[src/rtl/arb_pkg.sv]
// Shared types and helpers for the 4-source round-robin burst arbiter.
package arb_pkg;

  localparam int NUM_SRC = 4;

  typedef enum logic {
    IDLE  = 1'b0,
    GRANT = 1'b1
  } arb_state_t;

  function automatic logic [3:0] idx2onehot(input logic [1:0] idx);
    idx2onehot = 4'b0001 << idx;
  endfunction

endpackage

[src/rtl/rr_pick4.sv]
// Combinational rotating-priority picker: first set req bit scanning ptr, ptr+1, ... mod 4.
module rr_pick4
  import arb_pkg::*;
(
  input  logic [NUM_SRC-1:0] req,
  input  logic [1:0]         ptr,
  output logic [1:0]         idx,
  output logic               vld
);

  // Scan from the farthest candidate back to ptr so the closest one wins.
  always_comb begin
    idx = '0;
    vld = |req;
    for (int k = 3; k >= 0; k--) begin
      if (req[ptr + 2'(k)]) idx = ptr + 2'(k);
    end
  end

endmodule

[src/rtl/rr_arbiter_4.sv]
// Round-robin burst arbiter: owns one grant per burst, rotates priority at burst end.
// Handshake: a beat moves when en & req[sel] & out_ready; req must stay high for the burst.
module rr_arbiter_4
  import arb_pkg::*;
#(
  parameter int HOLD_MAX = 16,
  parameter int CW       = $clog2(HOLD_MAX + 1)
) (
  input  logic               clk,
  input  logic               rst,
  input  logic [NUM_SRC-1:0] req,
  input  logic [NUM_SRC-1:0] last,
  input  logic               out_ready,
  output logic [NUM_SRC-1:0] gnt,
  output logic [1:0]         sel,
  output logic               en,
  output logic               beat,
  output arb_state_t         dbg_state
);

  localparam logic [CW-1:0] CNT_LAST = CW'(HOLD_MAX - 1);

  arb_state_t         r_state;
  logic [NUM_SRC-1:0] r_gnt;
  logic [1:0]         r_sel;
  logic               r_en;
  logic [1:0]         r_ptr;
  logic [CW-1:0]      r_cnt;

  logic               w_beat;
  logic               w_last_beat;
  logic               w_end;
  logic [NUM_SRC-1:0] w_pick_req;
  logic [1:0]         w_pick_ptr;
  logic [1:0]         w_idx;
  logic               w_vld;

  assign w_beat      = r_en & req[r_sel] & out_ready;
  assign w_last_beat = w_beat & (last[r_sel] | (r_cnt == CNT_LAST));
  assign w_end       = (r_state == GRANT) & (~req[r_sel] | w_last_beat);

  // At burst end the current owner is masked out and scanning starts just past it.
  assign w_pick_req = (r_state == GRANT) ? (req & ~idx2onehot(r_sel)) : req;
  assign w_pick_ptr = (r_state == GRANT) ? (r_sel + 2'd1) : r_ptr;

  rr_pick4 u_pick (
    .req (w_pick_req),
    .ptr (w_pick_ptr),
    .idx (w_idx),
    .vld (w_vld)
  );

  always_ff @(posedge clk) begin
    if (rst) begin
      r_state <= IDLE;
      r_gnt   <= '0;
      r_sel   <= '0;
      r_en    <= 1'b0;
      r_ptr   <= '0;
      r_cnt   <= '0;
    end else if (r_state == IDLE) begin
      if (w_vld) begin
        r_state <= GRANT;
        r_gnt   <= idx2onehot(w_idx);
        r_sel   <= w_idx;
        r_en    <= 1'b1;
        r_cnt   <= '0;
      end
    end else begin
      if (w_end) begin
        r_ptr <= r_sel + 2'd1;
        if (w_vld) begin
          r_gnt <= idx2onehot(w_idx);
          r_sel <= w_idx;
          r_cnt <= '0;
        end else begin
          r_state <= IDLE;
          r_gnt   <= '0;
          r_en    <= 1'b0;
        end
      end else if (w_beat) begin
        r_cnt <= r_cnt + CW'(1);
      end
    end
  end

  assign gnt       = r_gnt;
  assign sel       = r_sel;
  assign en        = r_en;
  assign beat      = w_beat;
  assign dbg_state = r_state;

endmodule

[config.mk]
export PLATFORM = sky130hd
export DESIGN_NAME = rr_arbiter_4
export DESIGN_NICKNAME = d
export VERILOG_FILES = /design/src/rtl/arb_pkg.sv /design/src/rtl/rr_pick4.sv /design/src/rtl/rr_arbiter_4.sv
export SDC_FILE = /design/constraint.sdc
export NUM_CORES = 1
export LEC_CHECK = 0
export ABC_AREA = 1
export CAP_MARGIN = 30
export CORE_ASPECT_RATIO = 1.1
export CORE_MARGIN = 5
export CORE_UTILIZATION = 52
export DETAILED_ROUTE_END_ITERATION = 7
export HOLD_SLACK_MARGIN = 0.1
export PLACE_DENSITY = 0.79
export SYNTH_ARGS = -nofsm -noshare
export SYNTH_HDL_FRONTEND = slang
export SYNTH_HIERARCHICAL = 1
export SYNTH_SLANG_ARGS = --single-unit
[constraint.sdc]
create_clock -name clk -period 2.5 [get_ports clk]
set_input_delay 0.25 -clock clk [delete_from_list [all_inputs] [get_ports clk]]
set_output_delay 0.25 -clock clk [all_outputs]
set_load 0.005 [all_outputs]
Yosys cells after proc, flatten, opt, wreduce, memory -nomap -nowiden
Index checks and enable logic that the tools add are counted.
{"block": "classes", "shift": 2, "eq_ne": 4, "bitwise_logic": 9, "n_lt_le_gt_ge": 5, "n_reduce_logical": 5, "muxes": 36, "add_sub_neg": 5}
{"operator": "$mux W4", "n": 5}
{"operator": "$mux W5", "n": 4}
{"operator": "$mux W2", "n": 8}
{"operator": "$lt A2 B3 Y1 const B", "n": 5}
{"operator": "$mux W1", "n": 13}
{"operator": "$bmux W1 S2", "n": 6}
{"operator": "$shl A1 B2 Y4 const A", "n": 2}
{"operator": "$add A5 B1 Y5 const B", "n": 1}
{"operator": "$eq A5 B4 Y1 const B", "n": 1}
{"operator": "$add A2 B1 Y2 const B", "n": 2}
{"operator": "$add A2 B2 Y2 const B", "n": 2}
{"operator": "$and A1 B1 Y1", "n": 4}
{"operator": "$and A4 B4 Y4", "n": 1}
{"operator": "$not A4 Y4", "n": 1}
{"operator": "$reduce_and A2 Y1", "n": 2}
{"operator": "$reduce_or A4 Y1", "n": 1}
{"operator": "$ne A3 B1 Y1 const B", "n": 1}
{"operator": "$reduce_and A3 Y1", "n": 1}
{"operator": "$ne A2 B1 Y1 const B", "n": 1}
{"operator": "$ne A2 B2 Y1 const B", "n": 1}
{"operator": "$or A1 B1 Y1", "n": 2}
{"operator": "$reduce_bool A2 Y1", "n": 1}
{"operator": "$not A1 Y1", "n": 1}
{"block": "totals", "inputBits": 11, "reg_bits": 15}

Longest topological paths before layout
{"block": "depth", "ltp_word": 14, "ltp_mapped": 18, "mapped_depth_nobuf": 18}

By module
Netlist, hierarchy kept.
{"module": "rr_arbiter_4", "n_inst": 1, "seq_area_each_um2": 300.3, "area_each_um2": 937.1, "cells_each": 129}
{"module": "rr_pick4", "n_inst": 1, "seq_area_each_um2": 0.0, "area_each_um2": 188.9, "cells_each": 46}

Worst setup path before layout
Ideal clock, no wire load.
{"block": "synth_path", "path_type": "register -> register", "start": "register r_state, in the netlist dbg_state", "end": "register r_gnt[0], in the netlist gnt[0]", "slack_ps": 121, "t_arrival_ps": 2313, "stages_incl_launch_ff": 16, "setup_ps": 66, "synth_period_minus_slack_ps": 2379, "n_path_buf": 1, "required_time_ps": 2434, "path_cell_list": "dfxtp_1 clkbuf_1 inv_1 o21ai_0 inv_2 nand2_1 nand3_1 nand2_1 nand2_1 nand2_1 nand2_1 nand2_1 inv_1 nor2_1 nand3_1 a21oi_2"}
{"block": "synth_between", "elab_chain_len": 12}
{"element": "start: declaration", "line_no": "rr_arbiter_4.sv:23", "rtl": "arb_state_t r_state;"}
{"element": "start signal: assignment", "line_no": "rr_arbiter_4.sv:55", "rtl": "r_state <= IDLE;"}
{"element": "start signal: assignment", "line_no": "rr_arbiter_4.sv:63", "rtl": "r_state <= GRANT;"}
{"element": "start signal: assignment", "line_no": "rr_arbiter_4.sv:77", "rtl": "r_state <= IDLE;"}
{"element": "$mux W2 (*)", "line_no": "rr_arbiter_4.sv:44", "rtl": "assign w_pick_ptr = (r_state == GRANT) ? (r_sel + 2'd1) : r_ptr;"}
{"element": "via w_pick_ptr[0]", "line_no": "rr_arbiter_4.sv:34", "rtl": "logic [1:0] w_pick_ptr;"}
{"element": "$add A2 B2 Y2", "line_no": "rr_pick4.sv:16", "rtl": "if (req[ptr + 2'(k)]) idx = ptr + 2'(k);"}
{"element": "$bmux W1 S2", "line_no": "rr_pick4.sv:16"}
{"element": "$mux W1 (not written as such)", "line_no": "rr_pick4.sv:16"}
{"element": "$mux W2 (3 in a row)", "line_no": "rr_pick4.sv:16"}
{"element": "$mux W2 (*)", "line_no": "rr_pick4.sv:16"}
{"element": "via w_idx[0]", "line_no": "rr_arbiter_4.sv:35", "rtl": "logic [1:0] w_idx;"}
{"element": "$shl A1 B2 Y4 (*)", "line_no": "arb_pkg.sv:12", "rtl": "idx2onehot = 4'b0001 << idx;"}
{"element": "$mux W4", "line_no": "rr_arbiter_4.sv:72", "rtl": "if (w_vld) begin"}
{"element": "$mux W4", "line_no": "rr_arbiter_4.sv:70", "rtl": "if (w_end) begin"}
{"element": "$mux W4 (*)", "line_no": "rr_arbiter_4.sv:61", "rtl": "end else if (r_state == IDLE) begin"}
{"element": "end signal: assignment", "line_no": "rr_arbiter_4.sv:64", "rtl": "r_gnt <= idx2onehot(w_idx);"}
{"element": "end signal: assignment", "line_no": "rr_arbiter_4.sv:73", "rtl": "r_gnt <= idx2onehot(w_idx);"}
{"element": "end: declaration", "line_no": "rr_arbiter_4.sv:24", "rtl": "logic [NUM_SRC-1:0] r_gnt;"}
Mark *: on every way through the listed nets, which the timed path passes. The rest lies on a longest branch. The select of a mux whose other input is x is not followed.
A chain may end at the register's enable or synchronous reset.

Final worst setup path
{"block": "layout_path", "start": "register r_sel[0], in the netlist sel[0]", "end": "register r_sel[0], in the netlist sel[0]"}
{"element": "start: declaration", "line_no": "rr_arbiter_4.sv:25", "rtl": "logic [1:0] r_sel;"}
{"element": "start signal: assignment", "line_no": "rr_arbiter_4.sv:65", "rtl": "r_sel <= w_idx;"}
{"element": "start signal: assignment", "line_no": "rr_arbiter_4.sv:74", "rtl": "r_sel <= w_idx;"}
{"element": "$add A2 B1 Y2 (*)", "line_no": "rr_arbiter_4.sv:44"}
{"element": "$mux W2 (*)", "line_no": "rr_arbiter_4.sv:44"}
{"element": "via w_pick_ptr[1]", "line_no": "rr_arbiter_4.sv:34"}
{"element": "$add A2 B2 Y2", "line_no": "rr_pick4.sv:16"}
{"element": "$bmux W1 S2", "line_no": "rr_pick4.sv:16"}
{"element": "$mux W1 (not written as such)", "line_no": "rr_pick4.sv:16"}
{"element": "$mux W2 (3 in a row)", "line_no": "rr_pick4.sv:16"}
{"element": "$mux W2 (*)", "line_no": "rr_pick4.sv:16"}
{"element": "via w_idx[0]", "line_no": "rr_arbiter_4.sv:35"}
{"element": "$mux W2 (*)", "line_no": "rr_arbiter_4.sv:62, rr_arbiter_4.sv:72"}
{"element": "$mux W2", "line_no": "rr_arbiter_4.sv:70"}
{"element": "$mux W2 (*)", "line_no": "rr_arbiter_4.sv:61"}
Marks and branches as above.

==> impl_metrics.tcl <==
set metrics [dict create \
    p_int_w 0.000639 \
    rsz0062_at_grt "no" \
    path_clk_slew_ns 0.09 \
    dp_cells 222 \
    final-max-slew-violation-count 0 \
    holdCritStartpoint "gnt[0]$_SDFFE_PP0P_" \
    cts_root_buffer "clkbuf_4" \
    dp_hpwl_mm 2.20 \
    fin_nets 216 \
    cts_made_buffers 3 \
    die_x_um 54.4 \
    synthCells 175 \
    mostFrequentLayoutCells "nand2_1, nand3_1, inv_1, clkdlybuf4s50_1, dfxtp_1" \
    pre_cts_slack_ns 0.146 \
    min_to "gnt[0]$_SDFFE_PP0P_" \
    p_leak_nw 0.670 \
    die_h_um 58.8 \
    core_mm2 0.00204 \
    syn_area_mm2 0.00113 \
    final_common_cell "nand2_1" \
    firstDrtPassIters 4 \
    stdcell_count 226 \
    worstPathArrival_ns 2.44 \
    tns_ns 0 \
    wl_per_cell_um 12.0 \
    area_growth_pct 23.2 \
    yosysTopAreaCellShare_pct 26.7 \
    gp_congestion 0.789 \
    drv_cap 0 \
    r2r_setup_slack_ns 0.28 \
    seq_power_share_pct 28.1 \
    finalSetupViolCount 0 \
    critPathCaptureType "flip-flop" \
    fin_crit_ns 2.22 \
    start_kind "flip-flop" \
    io_buffers 19 \
    relSlewSlack_pct 71.7 \
    status "completed" \
    ys_types 24 \
    synth-seq-area-share_pct 26.7 \
    fin_crit_sh_pct 88.8 \
    yosysTopAreaCell "dfxtp_1" \
    reg2reg_from "sel[0]$_SDFFE_PP0P_" \
    clk_latency_ns 0.29 \
    grt_overflow 0 \
    max_freq_mhz 450 \
    rows 17 \
    path_max_fanout 9 \
    crit_type "flip-flop to flip-flop" \
    dieArea_mm2 0.00320 \
    ir_drop_uv 659 \
    drt_iter0_drc 45 \
    power_density_mw_per_mm2 879 \
    clkPwrFrac_pct 11.4 \
    hold_buffers 0 \
    tritoncts "yes" \
    required_ns 2.72 \
    ys_ff_latch 15 \
    antenna_found_initial 0 \
    clkSinkCount 15 \
    drive_above_1_share_pct 14.1 \
    drc 0 \
    grtUsageTotal_pct 19.2 \
    finalHoldViolations 0 \
    finClkSkew_ns 0.00751 \
    tightest_slew_ns 0.424 \
    avgSynthCellArea_um2 6.43 \
    fin_ws_ns 0.279 \
    finalPower_w 0.00122 \
    clk_path_buf_depth 2 \
    reg2reg_to "sel[0]$_SDFFE_PP0P_" \
    worstHoldPathCells 2 \
    synth.area.top_cells "dfxtp_1, nand2_1, nand3_1" \
    synthesis.nets 192 \
    ios 20 \
    htreeDepth 1 \
    power_frac_comb_pct 60.5 \
    yosysWarnings 6 \
    hp-class "flip-flop to flip-flop" \
    initial_core_util_pct 55.1 \
    ant_nets 0 \
    antennaDiodeCount 0 \
    routed_via_density 5.28 \
    reg2reg_depth 18 \
    routed_wl_mm 2.71 \
    grt_pass1_vias 1126 \
    num_vias 1194 \
    fillers 197 \
    power_switching_w 0.000581 \
    switching_share_pct 47.6 \
    grt_pass1_wl_mm 4.65 \
    grt_max_degree 15 \
]
==> synthesized netlist by cell type (all sizes together) <==
library cell / number
xnor2: 1
ha: 6
clkinv: 1
inv: 27
clkbuf: 1
nor2: 6
dfxtp: 15
nand4: 6
a21boi: 4
xor2: 1
buf: 1
nand2: 57
or2: 1
nand3: 27
a21oi: 9
o21ai: 12
==> registers in the layout, summed over array words and instances (netlist names) <==
name and flops:
r_ptr 2, gnt 4, r_cnt 5, en 1, dbg_state 1, sel 2
==> metal layers <==
layer / global-route usage [%] / share of wire, % / vias to the layer above
met5: 0 / 0 / -
met4: 6.41 / 1.5 / 0
met3: 2.53 / 4.4 / 5
met2: 35.7 / 53 / 29
met1: 21.5 / 41 / 543
li1: - / - / 617
==> cell families after synthesis <==
kind of cell	Yosys count	share of synthesized area, %
and+or+nand+nor	97	41.7
buffers and inverters	30	10.1
AOI/OAI and AO/OA	25	13.3
DFF	15	26.7
adders and majority gates	6	6.67
xor gates and xnor gates	2	1.56
==> area by class of cell <==
cell class                      instances  area [µm²]  share of cell area [%]
Multi-Input combinational cell        130         712                    51.3
Sequential cell                        15         303                    21.8
Clock inverter                          1        5.00                   0.361
Timing Repair Buffer                   21         205                    14.8
Inverter                               28         105                    7.57
Clock buffer                            3        22.5                    1.62
Tap cell                               28        35.0                    2.52
==> metrics by stage <==
step           util, %  hold slack, ns  cell area, µm²
3_5_place_dp      66.5           0.449            1360
3_3_place_gp      66.5           0.438            1360
4_1_cts           67.8           0.462            1390
5_1_grt           68.0           0.492            1390
6_report          68.0           0.473            1390
2_1_floorplan        -           0.312            1130
==> power by group through the flow <==
stage                     clock network (W)  logic [W]  registers [W]
after detailed placement                  0   0.000731       0.000345
after floorplan                           0   0.000515       0.000344
after global routing               0.000161   0.000829       0.000349
final                              0.000140   0.000738       0.000343
after global placement                    0   0.000705       0.000342
after CTS                          0.000143   0.000735       0.000339
==> worst max path at each step <==
stage	startpoint	end	slack, ns
floorplan	dbg_state$_SDFF_PP0_	gnt[0]$_SDFFE_PP0P_	0.12
global route	sel[0]$_SDFFE_PP0P_	gnt[0]$_SDFFE_PP0P_	0.05
detailed placement	sel[0]$_SDFFE_PP0P_	gnt[0]$_SDFFE_PP0P_	0.15
finish	sel[0]$_SDFFE_PP0P_	sel[0]$_SDFFE_PP0P_	0.28
CTS	sel[0]$_SDFFE_PP0P_	gnt[0]$_SDFFE_PP0P_	0.12
global placement	sel[0]$_SDFFE_PP0P_	gnt[3]$_SDFFE_PP0P_	0.25
==> worst max-delay path, stage by stage (launching register included) <==
cell	delay [ns]
dfxtp_2	0.43
inv_2	0.11
ha_1	0.31
nand2_1	0.05
o21ai_1	0.18
inv_1	0.15
nand2_1	0.10
nand2_1	0.07
nand2_1	0.06
nand2_1	0.06
nand2_1	0.07
nand2_1	0.05
nand2_1	0.05
nand2_1	0.04
inv_1	0.08
inv_1	0.06
nor2_1	0.15
nand2_1	0.07
o21ai_1	0.07
==> what timing repair did <==
item,4_1_cts,5_1_grt
setup buffers,0,0
gates resized for setup,0,3
setup endpoints to repair,0,5
(Power assumes the default switching activity.)
